--- config.mk ---
export PLATFORM = sky130hd
export DESIGN_NAME = updn_ctr_mod_flat
export DESIGN_NICKNAME = d
export VERILOG_FILES = /design/src/rtl/updn_ctr_mod_if.sv /design/src/rtl/updn_ctr_mod.sv /design/src/flat_wrapper.sv
export SDC_FILE = /design/constraint.sdc
export NUM_CORES = 1
export LEC_CHECK = 0
export ABC_AREA = 1
export BUFFER_PORTS_ARGS = -buffer_cell sky130_fd_sc_hd__buf_4
export CAP_MARGIN = 30
export CORE_MARGIN = 10
export CORE_UTILIZATION = 50
export DETAILED_ROUTE_END_ITERATION = 8
export PLACE_DENSITY = 0.83
export SLEW_MARGIN = 20
export SYNTH_ARGS = -nofsm -noshare
export SYNTH_HDL_FRONTEND = slang
export SYNTH_SLANG_ARGS = --single-unit
--- constraint.sdc ---
create_clock -name clk -period 3.6 [get_ports clk]
set_clock_uncertainty 0.1 [all_clocks]
set_input_delay 1.08 -clock clk [delete_from_list [all_inputs] [get_ports clk]]
set_output_delay 1.08 -clock clk [all_outputs]
set_load 0.01 [all_outputs]
--- src/rtl/updn_ctr_mod_if.sv ---
`default_nettype none
// ============================================================================
// Module      : updn_ctr_mod_if
// Description : Control/status bundle for the programmable up/down counter.
//               The master drives load/count controls and observes status;
//               the slave is the counter itself.
// Revision    : 1.0 - initial release
// ============================================================================
interface updn_ctr_mod_if #(
    parameter int WIDTH  = 8,
    parameter int STEP_W = 4
);
    logic [WIDTH-1:0]  data;
    logic              load;
    logic              cen;
    logic              up_dn;
    logic [STEP_W-1:0] step;
    logic              mode_sat;
    logic              clr_sticky;
    logic [WIDTH-1:0]  count;
    logic              tercnt;
    logic              wrap_pulse;
    logic              sat_pulse;
    logic              ovf_sticky;

    modport master (
        output data, load, cen, up_dn, step, mode_sat, clr_sticky,
        input  count, tercnt, wrap_pulse, sat_pulse, ovf_sticky
    );

    modport slave (
        input  data, load, cen, up_dn, step, mode_sat, clr_sticky,
        output count, tercnt, wrap_pulse, sat_pulse, ovf_sticky
    );
endinterface
`default_nettype wire

--- src/rtl/updn_ctr_mod.sv ---
`default_nettype none
// ============================================================================
// Module      : updn_ctr_mod
// Description : Up/down counter with programmable modulus, variable step,
//               wrap or saturate mode, direction-aware terminal count,
//               registered wrap/saturate event pulses and sticky overflow.
// Revision    : 1.0 - initial release
// ============================================================================
module updn_ctr_mod #(
    parameter int WIDTH   = 8,
    parameter int MAX_VAL = 2**WIDTH-1,
    parameter int STEP_W  = 4
) (
    input  wire logic     clk,
    input  wire logic     reset,
    updn_ctr_mod_if.slave bus
);

    // Wide enough to hold count+step without losing the carry before bound checks.
    localparam int              c_IW    = WIDTH + STEP_W + 1;
    localparam logic [c_IW-1:0] c_MAX   = c_IW'(MAX_VAL);
    localparam logic [c_IW-1:0] c_MOD   = c_IW'(MAX_VAL + 1);
    localparam logic [WIDTH-1:0] c_MAX_W = WIDTH'(MAX_VAL);

    logic [WIDTH-1:0] r_count;
    logic             r_wrap;
    logic             r_sat;
    logic             r_sticky;

    logic [WIDTH-1:0] w_count_nxt;
    logic             w_wrap_nxt;
    logic             w_sat_nxt;
    logic             w_sticky_nxt;

    logic [c_IW-1:0]  w_cnt_x;
    logic [c_IW-1:0]  w_step_x;
    logic [c_IW-1:0]  w_sum;
    logic [c_IW-1:0]  w_deficit;
    logic [c_IW-1:0]  w_def_rem;
    logic [c_IW-1:0]  w_up_wrap;
    logic [c_IW-1:0]  w_dn_wrap;
    logic             w_up_over;
    logic             w_dn_under;
    logic [WIDTH-1:0] w_load_val;

    assign w_cnt_x    = c_IW'(r_count);
    assign w_step_x   = c_IW'(bus.step);
    assign w_sum      = w_cnt_x + w_step_x;
    assign w_up_over  = (w_sum > c_MAX);
    assign w_dn_under = (w_step_x > w_cnt_x);
    // A step may exceed the modulus several times over, so a true remainder is needed.
    assign w_up_wrap  = w_sum % c_MOD;
    // Underflow: fold the magnitude of the shortfall back from the top of the range.
    assign w_deficit  = w_step_x - w_cnt_x;
    assign w_def_rem  = w_deficit % c_MOD;
    assign w_dn_wrap  = (w_def_rem == '0) ? '0 : (c_MOD - w_def_rem);
    assign w_load_val = (bus.data > c_MAX_W) ? c_MAX_W : bus.data;

    // Next-state selection: load beats count, count beats hold; sticky set beats clear.
    always_comb begin
        w_count_nxt  = r_count;
        w_wrap_nxt   = 1'b0;
        w_sat_nxt    = 1'b0;
        w_sticky_nxt = bus.clr_sticky ? 1'b0 : r_sticky;
        if (!bus.load) begin
            w_count_nxt = w_load_val;
        end else if (bus.cen) begin
            if (bus.up_dn) begin
                if (!w_up_over) begin
                    w_count_nxt = WIDTH'(w_sum);
                end else if (bus.mode_sat) begin
                    w_count_nxt = c_MAX_W;
                    w_sat_nxt   = 1'b1;
                end else begin
                    w_count_nxt = WIDTH'(w_up_wrap);
                    w_wrap_nxt  = 1'b1;
                end
            end else begin
                if (!w_dn_under) begin
                    w_count_nxt = WIDTH'(w_cnt_x - w_step_x);
                end else if (bus.mode_sat) begin
                    w_count_nxt = '0;
                    w_sat_nxt   = 1'b1;
                end else begin
                    w_count_nxt = WIDTH'(w_dn_wrap);
                    w_wrap_nxt  = 1'b1;
                end
            end
            if (w_wrap_nxt || w_sat_nxt) begin
                w_sticky_nxt = 1'b1;
            end
        end
    end

    // State register with synchronous active-low reset.
    always_ff @(posedge clk) begin
        if (!reset) begin
            r_count  <= '0;
            r_wrap   <= 1'b0;
            r_sat    <= 1'b0;
            r_sticky <= 1'b0;
        end else begin
            r_count  <= w_count_nxt;
            r_wrap   <= w_wrap_nxt;
            r_sat    <= w_sat_nxt;
            r_sticky <= w_sticky_nxt;
        end
    end

    assign bus.count      = r_count;
    assign bus.wrap_pulse = r_wrap;
    assign bus.sat_pulse  = r_sat;
    assign bus.ovf_sticky = r_sticky;
    // Terminal count tracks direction combinationally so software can flip up_dn mid-cycle.
    assign bus.tercnt     = (bus.up_dn && (r_count == c_MAX_W)) ||
                            (!bus.up_dn && (r_count == '0));

endmodule
`default_nettype wire

--- src/flat_wrapper.sv ---
// flat-port wrapper written by rule: the top's interface ports become plain ports
module updn_ctr_mod_flat 
#(
    parameter int WIDTH   = 8,
    parameter int MAX_VAL = 2**WIDTH-1,
    parameter int STEP_W  = 4
)
  (clk, reset, bus_data, bus_load, bus_cen, bus_up_dn, bus_step, bus_mode_sat, bus_clr_sticky, bus_count, bus_tercnt, bus_wrap_pulse, bus_sat_pulse, bus_ovf_sticky);
  updn_ctr_mod_if #(.WIDTH(WIDTH), .STEP_W(STEP_W)) bus_i ();
  input  wire logic clk;
  input  wire logic reset;
  input wire logic [$bits(bus_i.data)-1:0] bus_data;
  input wire logic [$bits(bus_i.load)-1:0] bus_load;
  input wire logic [$bits(bus_i.cen)-1:0] bus_cen;
  input wire logic [$bits(bus_i.up_dn)-1:0] bus_up_dn;
  input wire logic [$bits(bus_i.step)-1:0] bus_step;
  input wire logic [$bits(bus_i.mode_sat)-1:0] bus_mode_sat;
  input wire logic [$bits(bus_i.clr_sticky)-1:0] bus_clr_sticky;
  output wire logic [$bits(bus_i.count)-1:0] bus_count;
  output wire logic [$bits(bus_i.tercnt)-1:0] bus_tercnt;
  output wire logic [$bits(bus_i.wrap_pulse)-1:0] bus_wrap_pulse;
  output wire logic [$bits(bus_i.sat_pulse)-1:0] bus_sat_pulse;
  output wire logic [$bits(bus_i.ovf_sticky)-1:0] bus_ovf_sticky;
  assign bus_i.data = bus_data;
  assign bus_i.load = bus_load;
  assign bus_i.cen = bus_cen;
  assign bus_i.up_dn = bus_up_dn;
  assign bus_i.step = bus_step;
  assign bus_i.mode_sat = bus_mode_sat;
  assign bus_i.clr_sticky = bus_clr_sticky;
  assign bus_count = bus_i.count;
  assign bus_tercnt = bus_i.tercnt;
  assign bus_wrap_pulse = bus_i.wrap_pulse;
  assign bus_sat_pulse = bus_i.sat_pulse;
  assign bus_ovf_sticky = bus_i.ovf_sticky;
  updn_ctr_mod #(.WIDTH(WIDTH), .MAX_VAL(MAX_VAL), .STEP_W(STEP_W)) u_core (.clk(clk), .reset(reset), .bus(bus_i));
endmodule
==> impl_results.md <==
* Io pins at 31
* First-pass GRT wire length at 7640 um
* Setup violators final at 0
* GRT busiest layer: met2
* Area grow syn2layout at 17.1%
* Hold-fix buffers at CTS at 0
* Max VDD drop at 0.000214 V
* Most frequent cell after synthesis: nand2_1
* Fraction of synthesized area in multiplexers at 0%
* Largest net degree at the start of global routing at 15
* Post-synth top area share at 20.5%
* Top FF cell, synth: dfxtp_1
* Ant diodes at 0
* Root buf cell: clkbuf_4
* Max-Cap Viols at 0
* RSZ-0062 raised after global routing: no
* Routability cong. at 0.925
* Final period utilization at 84.2%
* Starting Density at 52.4%
* Fmax at 330 MHz
* Synth unique cells at 32
* Final hold violations at 0
* Critical path fanouts, max at 11
* Synth Area in Compound Gates at 13.0%
* Mapped Area at 1610 um^2
* Beginning of the critical path: bus_up_dn
* I/O Buffers at 30
* H-tree Lvls at 1
* Largest area contributor in the netlist: nand2_1
* Crit path DAT at 1850 ps
* Post-DR wirelength/cell at 13.1 um
* Post-route DRC at 0
* Clock sink count at 11
* Drt pass-1 iters at 4
* Initial DRC Count at 182
* Register area share after synthesis at 13.7%
* Mapped Nets at 310
* CTS Buffer Depth at 2
* Grt met3 use at 3.03%
* CP endpoint kind: primary output
* Layout cell share with drive strength beyond 1 at 18.4%
* Rows at 20
* Post-CTS setup buffers at 0
* Die width at 76.8 um
* Gr usage total at 14.9%
* Seq. cell area at 220 um^2
* Worst-margin pin slew at 457 ps
* Number of synthesized flops with an enable pin at 0
* Worst hold path class: reg -> reg
* Mapped Cells at 275
* Startpoint Class: input port
* Pwr per Cell Area at 282 nW/um^2
* Leak pwr at 1.01 nW
* Simple-Gate Fraction of Synth Area at 44.1%
* Average via count per standard cell at 5.33
* Initial antenna violation count at 0
* Final Power at 0.000532 W
* Ys async rst share at 0%
* Post-Synth Adder-Cell Area at 13.8%
* Area of the multi-input gates at 1190 um^2
* Fill cell count at 330
* Core Area at 3080 um^2
* Clk_lat worst skew at 280 ps
* Synth top area cells: nand2_1 (20%), dfxtp_1 (14%), ha_1 (10%)
* Vias in the first global route at 1,722
* Reg clk slew, reported paths at 80 ps
* Hold Startpoint: u_core.bus.ovf_sticky$_SDFF_PN0_
* Post-CTS sizing at 0
* FF-to-FF Start: u_core.bus.count[1]$_SDFFE_PN0P_
* Routed vias at 1,860
* Detailed Route WL at 4580 um
* Post-Synth XOR/XNOR Area at 2.72%
* CTS tree: done
* CP Class: in -> out
* Setup tns final at 0 ps
* #FFs+latches synth at 11
* Largest family of logic cells by synthesized area: simple AND/OR/NAND/NOR gates
* Total grt overflow at 0
* Status: complete, no violations
* Most instantiated cells after synthesis: nand2_1 (88), inv_1 (36), nand3_1 (26)
* Hold_ws at 401 ps
* Met2 Usage GRT at 25.9%
* Slew HR at 69.5%
* Met1 Resource Use GR at 18.6%
* HPWL Detailed at 3780 um
* Number of nets in the layout at 341
* DIE AREA at 5900 um^2
* Num CTS Buffers at 3
* Die Height at 76.8 um
* Antenna viol nets, final at 0
* Slew Limit Fails at 0
* Worst Path Required at 2420 ps
* Syn_area_per_cell at 5.86 um^2
* Yosys warnings at 0
* Fin crit period at 3030 ps
## flip-flops by register name, summed over array words and instances, names as in the netlist
| register | flops |
|---|---|
| u_core.bus.count | 8 |
| u_core.bus.sat_pulse | 1 |
| u_core.bus.wrap_pulse | 1 |
| u_core.bus.ovf_sticky | 1 |
## critical path: stages
cell and delay, ps:
buf_4 150, inv_1 110, nor3_1 140, nand4_1 100, o31ai_1 100, buf_4 170
## per-layer routing
metal | up-vias | share of wire, %
met5 | - | 0
met4 | 0 | 0.46
met3 | 6 | 7.5
met2 | 77 | 48
met1 | 839 | 44
li1 | 938 | -
## power by group
part	internal, W	switching [W]
clock	0.0000413	0.0000466
combinational	0.000113	0.000188
sequential	0.000129	0.0000133
## final timing paths
path                                 endpoint  slack [ps]  cells past startpoint
min          u_core.bus.ovf_sticky$_SDFF_PN0_         400                      2
max                                bus_tercnt         570                      6
min reg2reg  u_core.bus.ovf_sticky$_SDFF_PN0_         400                      2
max reg2reg  u_core.bus.count[7]$_SDFFE_PN0P_        1120                     14
## logic make-up after synthesis
logic type,Yosys count
compound gates,38
xor+xnor,5
fa+ha+maj,16
buf+inv,47
flops,11
simple gates,158
## area by class of cell
cell class              count  area share (%)
inverters                  42            8.74
well taps                  44            2.91
clock buffers               3            1.19
clock inverters             1           0.265
flip-flops and latches     11            11.7
multi-input cells         217            62.9
repair buffers             31            12.3
## stage by stage
stage / area, um^2 / setup WS [ps] / util (%) / std cells
6_report: 1890 / 570 / 61.4 / 349
2_1_floorplan: 1610 / 619 / - / 275
4_1_cts: 1890 / 572 / 61.4 / 349
5_1_grt: 1890 / 473 / 61.4 / 349
3_3_place_gp: 1860 / 482 / 60.5 / 345
3_5_place_dp: 1860 / 404 / 60.5 / 345
## cell usage in the layout (no fill, tap or decap), types with 2 or more instances in the layout
cell       n
dfxtp_1   11
xor2_1     3
fa_1       3
buf_4     31
nand2_1   88
nor2_1    22
ha_1      13
a21oi_1   18
nor3_2     2
a31oi_1    2
xnor2_1    2
inv_2      3
clkbuf_4   3
o21ai_0   14
nand2_2    5
nor2_4     2
nand4_1    6
nand3_1   26
nand3_2    3
nor3_1     2
inv_1     36
Note: power is estimated with default switching activity, not from simulation.
